### config.mk
export PLATFORM = sky130hd
export DESIGN_NAME = stream_rr_arb
export DESIGN_NICKNAME = d
export VERILOG_FILES = /design/src/rtl/stream_rr_arb.sv
export SDC_FILE = /design/constraint.sdc
export NUM_CORES = 1
export LEC_CHECK = 0
export BUFFER_PORTS_ARGS = -buffer_cell sky130_fd_sc_hd__buf_4
export CAP_MARGIN = 20
export CORE_ASPECT_RATIO = 1.4
export CORE_MARGIN = 4
export CORE_UTILIZATION = 44
export CTS_CLUSTER_DIAMETER = 60
export CTS_CLUSTER_SIZE = 40
export DETAILED_ROUTE_END_ITERATION = 7
export PLACE_DENSITY = 0.82
export SYNTH_ARGS = -nofsm -noshare
export SYNTH_HDL_FRONTEND = slang
export SYNTH_SLANG_ARGS = --single-unit
### constraint.sdc
create_clock -name clk -period 2.5 [get_ports clk]
set_input_delay 0.125 -clock clk [delete_from_list [all_inputs] [get_ports clk]]
set_output_delay 0.125 -clock clk [all_outputs]
set_load 0.005 [all_outputs]
### src/rtl/stream_rr_arb.sv
// rtl/stream_rr_arb.sv - N-way round-robin stream merger with burst lock and one output register
//
// Merges N valid/ready input streams onto one registered output stream. An
// arbitration win locks the grant to that requester for up to BURST beats so
// bursts stay contiguous on the output; priority rotates from the last winner.
//
// Parameters:
//   WIDTH  data width of every stream
//   N      number of requesters (2..8)
//   BURST  maximum beats per grant (1..16)
//
// Ports:
//   clk       clock, rising edge
//   rst       asynchronous active-high reset
//   in_data   N*WIDTH input data, requester i on [i*WIDTH +: WIDTH]
//   in_vld    per-requester valid
//   in_rdy    per-requester ready (at most one bit set)
//   out_data  registered merged data
//   out_src   requester index of out_data
//   out_vld   registered output valid
//   out_rdy   downstream ready
module stream_rr_arb #(
  parameter int WIDTH = 32,
  parameter int N     = 4,
  parameter int BURST = 4
) (
  input  logic                 clk,
  input  logic                 rst,
  input  logic [N*WIDTH-1:0]   in_data,
  input  logic [N-1:0]         in_vld,
  output logic [N-1:0]         in_rdy,
  output logic [WIDTH-1:0]     out_data,
  output logic [$clog2(N)-1:0] out_src,
  output logic                 out_vld,
  input  logic                 out_rdy
);

  localparam int SW = $clog2(N);
  localparam int CW = $clog2(BURST + 1);

  typedef enum logic {ARB, LOCK} state_t;

  state_t         state;
  logic [SW-1:0]  gnt;
  logic [SW-1:0]  last;
  logic [CW-1:0]  cnt;

  logic [SW-1:0]  arb_sel;
  logic           arb_hit;
  logic [SW-1:0]  sel;
  logic           sel_vld;
  logic           ld;
  logic           xfer;
  logic [WIDTH-1:0] sel_data;

  // The output register can accept a new beat whenever it is empty or being
  // drained this cycle, so a steady stream flows without bubbles.
  assign ld = !out_vld || out_rdy;

  // Rotating priority search starting at last+1. Walking the offsets from the
  // farthest to the nearest lets the nearest valid requester win by being the
  // final assignment.
  always_comb begin
    arb_sel = '0;
    arb_hit = 1'b0;
    for (int k = N; k >= 1; k--) begin
      if (in_vld[(int'(last) + k) % N]) begin
        arb_sel = SW'((int'(last) + k) % N);
        arb_hit = 1'b1;
      end
    end
  end

  // While locked, only the granted requester is considered; other valids are
  // ignored until the burst ends or the grantee runs dry.
  always_comb begin
    if (state == LOCK) begin
      sel     = gnt;
      sel_vld = in_vld[gnt];
    end else begin
      sel     = arb_sel;
      sel_vld = arb_hit;
    end
  end

  assign sel_data = in_data[int'(sel)*WIDTH +: WIDTH];
  assign xfer     = !rst && ld && sel_vld;

  // Gated by rst so no handshake can be offered while the block is held in
  // reset, even though the output register looks empty then.
  always_comb begin
    in_rdy = '0;
    if (xfer) begin
      in_rdy[sel] = 1'b1;
    end
  end

  always_ff @(posedge clk or posedge rst) begin
    if (rst) begin
      out_vld  <= 1'b0;
      out_data <= '0;
      out_src  <= '0;
      state    <= ARB;
      cnt      <= '0;
      gnt      <= '0;
      last     <= SW'(N - 1);
    end else begin
      // Output register: load on a transfer, otherwise empty it when it is
      // free to change; data and source hold so they stay stable while empty.
      if (xfer) begin
        out_data <= sel_data;
        out_src  <= sel;
        out_vld  <= 1'b1;
      end else if (ld) begin
        out_vld  <= 1'b0;
      end

      case (state)
        ARB: begin
          if (xfer) begin
            gnt   <= sel;
            last  <= sel;
            cnt   <= CW'(1);
            state <= (BURST == 1) ? ARB : LOCK;
          end
        end
        LOCK: begin
          // Nothing moves while the output is stalled, so the burst count
          // and grant are frozen until the downstream accepts again.
          if (ld) begin
            if (in_vld[gnt]) begin
              cnt <= cnt + CW'(1);
              if (cnt == CW'(BURST - 1)) begin
                state <= ARB;
              end
            end else begin
              // Grantee went idle: release the lock, costing one empty cycle.
              state <= ARB;
            end
          end
        end
        default: state <= ARB;
      endcase
    end
  end

endmodule

==> results.cfg <==
[status]
outcome = completed

[synthesis]
synth_cell_types = 35
synth_area_leaders = dfrtp_1 36%, mux2i_1 23%, o221ai_2 13%, nand2_1 5.4%, buf_6 3.2%
synth.most_common_cell = mux2i_1
syn_inst = 251
synth_top_family_by_area = multiplexers
yosysWarnings = 0
syn_area_um2 = 2840
ys_seq_area_share_pct = 37.9
synthAdderAreaFrac_pct = 0.880
synth_ff_type = dfrtp_1
yosysTopAreaCell = dfrtp_1
synth-seq-cells = 43
muxShareOfSynthArea_pct = 24.5
synth_nets = 388
syn_avg_cell_area_um2 = 11.3
synth_async_sr_flop_share_pct = 100
synth_top_area_share_pct = 36.1
ys_top_cells_by_count = 64 x mux2i_1, 41 x dfrtp_1, 41 x nand2_1
synthXorXnorAreaFrac_pct = 0
synth-edff-count = 0
synth-simple-area-share_pct = 10.6
synth_compound_area_share_pct = 18.7

[cts]
cts_tree = built
post_cts_buffers = 0
cts.sinks = 43
cts_made_buffers = 5
cts_root_buffer = clkbuf_8
clk_latency_ns = 0.29
path_clk_slew_ns = 0.09
htreeDepth = 2
clockBufferDepth = 2

[timing]
fin_worst_skew_ns = 0.00819
period_share_pct = 96.1
slew_headroom_pct = 40.7
hold_viol_final = 0
worstMarginPinSlew_ns = 0.888
setup_viol = 0
fin_crit_ns = 2.40
slew_violations = 0
setup_slack_ns = 0.0965
rsz0062_at_grt = no
fin_setup_tns_ns = 0
max_clock_freq_ghz = 0.416

[routing]
routedWlPerCell_um = 17.2
vias_per_cell = 5.34
drt_iter0_markers = 145
vias = 2634
postRouteAntennaNets = 0
dr.pass1.iters = 4
routed_wl_mm = 8.49
drc = 0

[power]
leakagePower_nw = 2.15
finalPower_w = 0.00465
ir_worst_vdd_mv = 0.805
p_per_area_nw_per_um2 = 1090

[die]
num_rows = 34
die_w_um = 75.9
fp.coreArea_um2 = 6250
initial_core_util_pct = 45.5
die_y_um = 103
num_io_pins = 174
dieArea_um2 = 7830

[placed_design]
hpwl_mm = 6.90
dp_cells = 485
place_congestion = 0.885
dpl_worst_slack_ns = 0.233
port_buffers = 173

[global_route]
grt_usage_pct = 21.1
grt_max_degree = 44
grt_pass1_vias = 2769
grt_pass1_wl_mm = 13.4
antenna_found_initial = 0
grt_overflow_total = 0

[worst_setup_path]
critPathLaunchType = flop
path_class = reg -> out
critPathLaunch = gnt[0]
regToRegSetupSlack_ns = 0.32
reg2reg_from = last[1]
cp-end-kind = primary output
crit_required_ns = 2.38
path_max_fanout = 21
cp_data_arrival_time_ns = 2.28

[cells_and_area]
drive_gt1_share_pct = 54.9
layoutNonFillerInstCount = 493
antennaDiodeCount = 0
final_nets = 557
syn2layout_area_growth_pct = 50.7

[worst_hold_path]
hold_class = in -> async

[run]
max_cap_viol_count = 0
metal layers:
metal / up-vias / routed length, um / track usage, %
li1: 1275 / - / -
met1: 1259 / 3130 / 23.7
met2: 89 / 4830 / 41.0
met3: 11 / 424 / 4.20
met4: 0 / 102 / 4.25
met5: - / 0 / 0
report_power, final:
part           internal (W)  switching (W)  total (W)
logic               0.00150        0.00135    0.00285
registers           0.00104       0.000218    0.00126
clock network      0.000298       0.000247   0.000545
total               0.00284        0.00182    0.00465
cells by family after synthesis:
family,Yosys count
flip-flops,43
buffers and inverters,27
multiplexers,68
AO/OA/AOI/OAI,48
adder cells (fa/ha/maj),2
AND/OR/NAND/NOR,63
cells in the final DEF, fill, tap and decap left out, drive strengths merged, types with 2 or more instances in the layout:
cell type and count:
ha 2, o221ai 33, nor2 7, nand2 41
buf 183, clkinv 2, a21oi 3, and3 2
mux2 3, nor2b 2, o21ai 8, dfstp 2
nor3 2, clkbuf 5, inv 6, dfrtp 41
nand3 2, mux2i 64, nand2b 3
final timing paths:
path | end | depth (start not counted)
min reg2reg | cnt[0] | 1
max in group asynchronous | out_data[17] | 2
max | in_rdy[2] | 7
max reg2reg | out_data[6] | 7
min | out_data[7] | 2
min in group clk | out_data[10] | 3
flip-flops by register name, summed over array words and instances, names as in the netlist:
name      flops
out_data     32
cnt           3
gnt           2
last          2
out_src       2
out_vld       1
state         1
metrics by stage:
step / hold WS (ns) / utilization (%) / area, um2
2_1_floorplan: 0.325 / - / 2840
3_3_place_gp: 0.387 / 66.7 / 4170
3_5_place_dp: 0.395 / 66.7 / 4170
4_1_cts: 0.0746 / 68.5 / 4280
5_1_grt: 0.111 / 68.5 / 4290
6_report: 0.0368 / 68.5 / 4290
layout make-up:
type / count / area [um2]
clock buffers: 5 / 68.8
clock inverters: 3 / 43.8
fillers: 498 / 1970
inverters: 6 / 22.5
multi-input cells: 181 / 1570
flip-flops and latches: 43 / 1080
well taps: 72 / 90.1
repair buffers: 183 / 1410
critical path, stage by stage, from the launching register on:
cell and delay [ns]:
dfrtp_1 0.42, mux4_2 0.58, nor2b_2 0.17, nand3b_4 0.16
nand2b_2 0.25, buf_12 0.21, nor2_1 0.06, buf_4 0.13
timing repair:
| item | CTS | global route |
|---|---|---|
| endpoints found under the setup margin | 0 | 2 |
| resized for setup | 0 | 1 |
| hold buffers | 0 | 0 |
(Power assumes the default switching activity.)
